### src/rtl/fir_tap_scheduler.sv
// Sequencer for the time-multiplexed symmetric FIR: FIFO pop, delay-line shift, tap-group walk, MAC drain, result handshake.
// Optional FIR_SCHED_STALL_CNT_EN adds a saturating 16-bit output-backpressure counter (stall_cnt).
module fir_tap_scheduler #(
    parameter int N_GROUPS = 3,
    parameter int GRP_W    = 2,
    parameter int MAC_LAT  = 2
) (
    input  logic             clk,
    input  logic             reset,
    input  logic             fifo_empty,
    output logic             fifo_rd_en,
    output logic             shift_en,
    output logic [GRP_W-1:0] group,
    output logic             grp_valid,
    output logic             acc_clr,
    output logic             acc_en,
    output logic             last,
    output logic             out_valid,
    input  logic             out_ready,
    output logic             busy
`ifdef FIR_SCHED_STALL_CNT_EN
   ,output logic [15:0]      stall_cnt
`endif
);

    localparam int DW = (MAC_LAT > 1) ? $clog2(MAC_LAT) : 1;

    typedef enum logic [2:0] {
        IDLE  = 3'd0,
        LOAD  = 3'd1,
        COMP  = 3'd2,
        DRAIN = 3'd3,
        OUT   = 3'd4
    } state_t;

    state_t          state;
    logic [DW-1:0]   drain_cnt;

    // Pop is gated by reset so a word is never consumed while the scheduler is held.
    always_comb begin
        fifo_rd_en = 1'b0;
        if (reset && !fifo_empty) begin
            if (state == IDLE)
                fifo_rd_en = 1'b1;
            else if (state == OUT && out_ready)
                fifo_rd_en = 1'b1;
        end
    end

    // Outputs are registered alongside the state they belong to.
    always_ff @(posedge clk) begin
        if (!reset) begin
            state     <= IDLE;
            group     <= '1;
            drain_cnt <= '0;
            shift_en  <= 1'b0;
            grp_valid <= 1'b0;
            acc_clr   <= 1'b0;
            acc_en    <= 1'b0;
            last      <= 1'b0;
            out_valid <= 1'b0;
            busy      <= 1'b0;
        end else begin
            shift_en  <= 1'b0;
            grp_valid <= 1'b0;
            acc_clr   <= 1'b0;
            acc_en    <= 1'b0;
            last      <= 1'b0;
            unique case (state)
                IDLE: begin
                    if (!fifo_empty) begin
                        state    <= LOAD;
                        shift_en <= 1'b1;
                        busy     <= 1'b1;
                    end
                end
                LOAD: begin
                    state     <= COMP;
                    group     <= '0;
                    grp_valid <= 1'b1;
                    acc_clr   <= 1'b1;
                    acc_en    <= 1'b1;
                    last      <= (N_GROUPS == 1);
                end
                COMP: begin
                    // The registered last flag marks the final group of this sample.
                    if (last) begin
                        group <= '1;
                        if (MAC_LAT > 0) begin
                            state     <= DRAIN;
                            drain_cnt <= DW'((MAC_LAT > 0) ? MAC_LAT - 1 : 0);
                        end else begin
                            state     <= OUT;
                            out_valid <= 1'b1;
                        end
                    end else begin
                        group     <= group + 1'b1;
                        grp_valid <= 1'b1;
                        acc_en    <= 1'b1;
                        last      <= (group == GRP_W'(N_GROUPS - 2));
                    end
                end
                DRAIN: begin
                    if (drain_cnt == '0) begin
                        state     <= OUT;
                        out_valid <= 1'b1;
                    end else begin
                        drain_cnt <= drain_cnt - 1'b1;
                    end
                end
                OUT: begin
                    if (out_ready) begin
                        out_valid <= 1'b0;
                        if (!fifo_empty) begin
                            state    <= LOAD;
                            shift_en <= 1'b1;
                        end else begin
                            state <= IDLE;
                            busy  <= 1'b0;
                        end
                    end
                end
                default: begin
                    state <= IDLE;
                    group <= '1;
                    busy  <= 1'b0;
                end
            endcase
        end
    end

`ifdef FIR_SCHED_STALL_CNT_EN
    always_ff @(posedge clk) begin
        if (!reset)
            stall_cnt <= '0;
        else if (out_valid && !out_ready && stall_cnt != 16'hFFFF)
            stall_cnt <= stall_cnt + 16'd1;
    end
`endif

endmodule

### config.mk
export PLATFORM = sky130hd
export DESIGN_NAME = fir_tap_scheduler
export DESIGN_NICKNAME = d
export VERILOG_FILES = /design/src/rtl/fir_tap_scheduler.sv
export SDC_FILE = /design/constraint.sdc
export NUM_CORES = 1
export LEC_CHECK = 0
export CORE_MARGIN = 1
export CORE_UTILIZATION = 41
export DETAILED_ROUTE_END_ITERATION = 6
export MAX_ROUTING_LAYER = met4
export PLACE_DENSITY_LB_ADDON = 0.2
export SLEW_MARGIN = 20
export SYNTH_ARGS = -nofsm -noshare
export SYNTH_HDL_FRONTEND = slang
export SYNTH_SLANG_ARGS = --single-unit
### constraint.sdc
create_clock -name clk -period 1.12 [get_ports clk]
set_input_delay 0.336 -clock clk [delete_from_list [all_inputs] [get_ports clk]]
set_output_delay 0.336 -clock clk [all_outputs]
set_load 0.01 [all_outputs]
==> results.md <==
- The synthesized design contains 0 enable-type register cells.
- The total via count after detailed routing is 564.
- The remaining design rule violation count is 0.
- The most used flip-flop cell after synthesis is sky130_fd_sc_hd__dfxtp_1.
- The critical path in this run is classified as reg2out.
- The post-layout net count is 97.
- The number of antenna diodes in the final layout is 0.
- For this run, the top clock speed supported by timing is 710.6 MHz.
- The part of the Yosys area used for sequential elements is 40.85%.
- The effective utilization at floorplan is 44.63%.
- The count of buffers added on input and output ports is 13.
- Dividing the synthesized area by the synthesized cell count gives 9.485 µm².
- The floorplan step set the die height to 39.87 µm.
- Ranked by instance count, the synthesized netlist is headed by 12 x sky130_fd_sc_hd__dfxtp_1, 6 x sky130_fd_sc_hd__nand2_1.
- STA classifies the critical path endpoint as an output port.
- The flow ran to the end, but the final reports show violations.
- Summed over all cells, the static leakage comes to 0.4036 nW.
- Setup violations remaining at the end of the flow were counted as 3.
- When the netlist entered floorplanning its net count stood at 67.
- Max-cap violations in this run came to 0.
- The final design utilization is 65.24%.
- Summed over all nets, the half-perimeter wirelength after detailed placement is 970.5 µm.
- Setup slack on the critical path of the routed design comes to -287.2 ps.
- The congestion estimate from routability-driven global placement came to 0.7602.
- After synthesis, the cell types taking the most area are sky130_fd_sc_hd__dfxtp_1 41%, sky130_fd_sc_hd__a32oi_1 4.5%, sky130_fd_sc_hd__nand2_1 3.8%.
- Counting both buffers and inverters, the worst setup path holds a total of 1.
- TritonCTS built the clock tree.
- The internal reg-to-reg setup slack is -80 ps.
- The total number of yosys warnings is 0.
- The worst-path maximum fanout is 2.
- For the worst setup path, the data arrival time is 1070 ps.
- The critical path goes through nor3_4 -> o211a_1 -> buf_2.
- The number of H-tree branching levels is 1.
- After floorplanning, the core was divided into 13 placement rows.
- CTS saw 12 sinks.
- After routing the design area is 859.6 µm².
- The kind of start point of the critical path is a flip-flop.
- The data required time at the worst endpoint is 780 ps.
- The count of nets left with antenna violations once routing finished came out at 0.
- The net switching component of the power is 685.5 µW.
- The TritonCTS buffer count is 3.
- The worst hold-check path type is reg2reg.
- After detailed routing, the number of vias per cell comes to 5.371.
- After the first detailed-routing iteration, the DRC count stood at 8.
- The count of pins over their slew limit came to 0.
- The full die area is 1590 µm².
- The final number of hold-violating endpoints is 0.
- The area growth from synthesis to layout is 46.17%.
- After synthesis the netlist holds a flip-flop and latch count of 12.
- In the finished design, the share of the clock period the worst path needs comes to 125.6%.
- The average detailed-routed wire length per instance is 13.05 µm.
- The tree is rooted in a sky130_fd_sc_hd__clkbuf_4.
- The clock-pin transition on the worst setup and hold timing paths is 70 ps.
- The relative slew slack is 82.06%.
- The most instantiated library cell after synthesis is sky130_fd_sc_hd__dfxtp_1.
- At the pin with the least slew margin, the transition time is 268.6 ps.
- The maximum cell stage delay along the critical path is 340 ps.
- The share of synthesized area in the top cell type comes to 40.85%.
- Setup repair after global routing could not meet its margin everywhere.
- The pin count of the biggest net entering global routing is 13.
- The cell family contributing the most delay on the critical path is flip-flops.
- Among all stages on the critical path, the largest delay is contributed by sky130_fd_sc_hd__dfxtp_2.
- In this run switching power makes up 36.28% of total power.
- During I/O placement, the number of pins put on the boundary was 14.
- The post-placement cell area is 823.3 µm².
- The post-route setup TNS is -431.8 ps.
- The synthesized instance count is 62.
- Summed over all layers, the global routing overflow is 0.
- The number of global-route vias before repair is 523.
- The first global-routing pass estimated 2297 µm of wire.
- Global routing used 22.84% of the available tracks.
- The final reports fail on negative setup slack.
- The number of buffers inserted for hold repair after clock tree synthesis is 0.
- Counting along the longest clock path gives a buffer depth of 2.
- The post-layout minimum cycle time is 1407 ps.
- In this run the power density over the cells is 2198 nW/µm².
- Counting distinct cell types in the post-synthesis netlist gives 32.
- Internal power comes to 1.204 mW.
- The share of final-layout standard cells stronger than drive strength 1 is 52.22%.
- The clock share of power is 13.2%.
- The placeable core region is 1318 µm².
- The clock latency reported for the late side of the worst-skew pair is 260 ps.
- Measured along the x axis, the die boundary spans 39.87 µm.
- Once the clock tree was built, the setup fixing pass inserted 0 buffers.
- The number of optimization iterations in the first detailed-route pass is 4.
- The largest clock skew in the final design is 3.128 ps.
- The sequential group share of total power is 33.3%.
- The final layout contains routed wiring with a total length of 1370 µm.
- The combined area of all synthesized cells is 588.1 µm².
- The combinational fraction of design power is 53.5%.
- The biggest area contributor in the post-synthesis netlist is sky130_fd_sc_hd__dfxtp_1.
- The maximum vdd ir drop is 1033 µV.
- After synthesis, the share of flip-flops with an asynchronous set or reset is 0%.
- The number of antenna violations at the first check in global routing is 0.
## area by class of cell
| cell class | count | area [µm²] |
|---|---|---|
| clock buffer | 3 | 22.52 |
| fill | 117 | 457.9 |
| inverter | 4 | 15.01 |
| multi-input combinational | 43 | 345.3 |
| sequential | 12 | 249.0 |
| tap | 15 | 18.77 |
| timing repair buffer | 28 | 209.0 |
## final timing paths
path,startpoint,endpoint,depth (start not counted)
min,drain_cnt$_SDFFE_PN0P_,state[2]$_SDFFE_PN0P_,1
max reg2reg,state[1]$_SDFFE_PN0P_,group[0]$_SDFFE_PN1N_,4
min reg2reg,drain_cnt$_SDFFE_PN0P_,state[2]$_SDFFE_PN0P_,1
max,state[1]$_SDFFE_PN0P_,fifo_rd_en,3
## placed cells by master, fill, tap and decap left out, drive strengths merged, types with 2 or more instances in the layout
cell / Yosys / layout
nor2: 4 / 4
inv: 4 / 4
nand2: 6 / 6
a211oi: 2 / 2
dlygate4sd2: 0 / 2
nand2b: 3 / 3
nor3: 2 / 2
a32oi: 3 / 3
a21oi: 3 / 3
o211a: 2 / 2
buf: 3 / 25
o21ai: 2 / 2
clkbuf: 0 / 3
dfxtp: 12 / 12
## power groups by stage
stage	sequential, mW	combinational (mW)	clock (mW)
6_report	0.630	1.01	0.249
5_1_grt	0.644	1.12	0.285
4_1_cts	0.623	0.962	0.261
3_5_place_dp	0.617	0.954	0
3_3_place_gp	0.610	0.944	0
2_1_floorplan	0.662	0.496	0
## per-layer routing
| metal | part of all wire, % | vias to the layer above | GRT usage [%] | wire (µm) |
|---|---|---|---|---|
| met3 | 2.8 | 4 | 5.114 | 38 |
| met5 | 0 | - | - | 0 |
| li1 | - | 283 | - | - |
| met2 | 50 | 8 | 35.08 | 686 |
| met1 | 45 | 269 | 27.05 | 623 |
| met4 | 1.6 | 0 | 12.93 | 22 |
## worst reg2reg max path: stages (launching register included)
cell                      delay, ps
sky130_fd_sc_hd__dfxtp_2        370
sky130_fd_sc_hd__buf_6          140
sky130_fd_sc_hd__or3b_4         380
sky130_fd_sc_hd__o21ai_1        120
sky130_fd_sc_hd__a32oi_1         70
## cells by family after synthesis
group / synth area share [%]
AO/OA/AOI/OAI: 26.81
adder cells (fa/ha/maj): 2.127
buffers and inverters: 7.020
flip-flops: 40.85
AND/OR/NAND/NOR: 23.19
## timing repair
action | in CTS | in global routing
endpoints found under the setup margin | 19 | 8
pin swaps | 4 | 5
resized for setup | 56 | 8
## stage by stage
stage,total power [mW],setup WS (ps),cells,hold slack (ps)
after global routing,2.053,-335.7,105,572.1
after floorplan,1.158,-35.49,62,458.7
final,1.890,-287.2,105,530.5
after global placement,1.554,-925.6,102,508.2
after detailed placement,1.571,-937.2,102,522.4
after CTS,1.847,-310.8,105,535.3
## sequential cells by signal, summed over array words and instances (netlist names)
register and count:
group 2, out_valid 1, shift_en 1, state 3, last 1, acc_clr 1, busy 1, acc_en 1
drain_cnt 1
No activity file was read; power rests on OpenSTA's default activity.
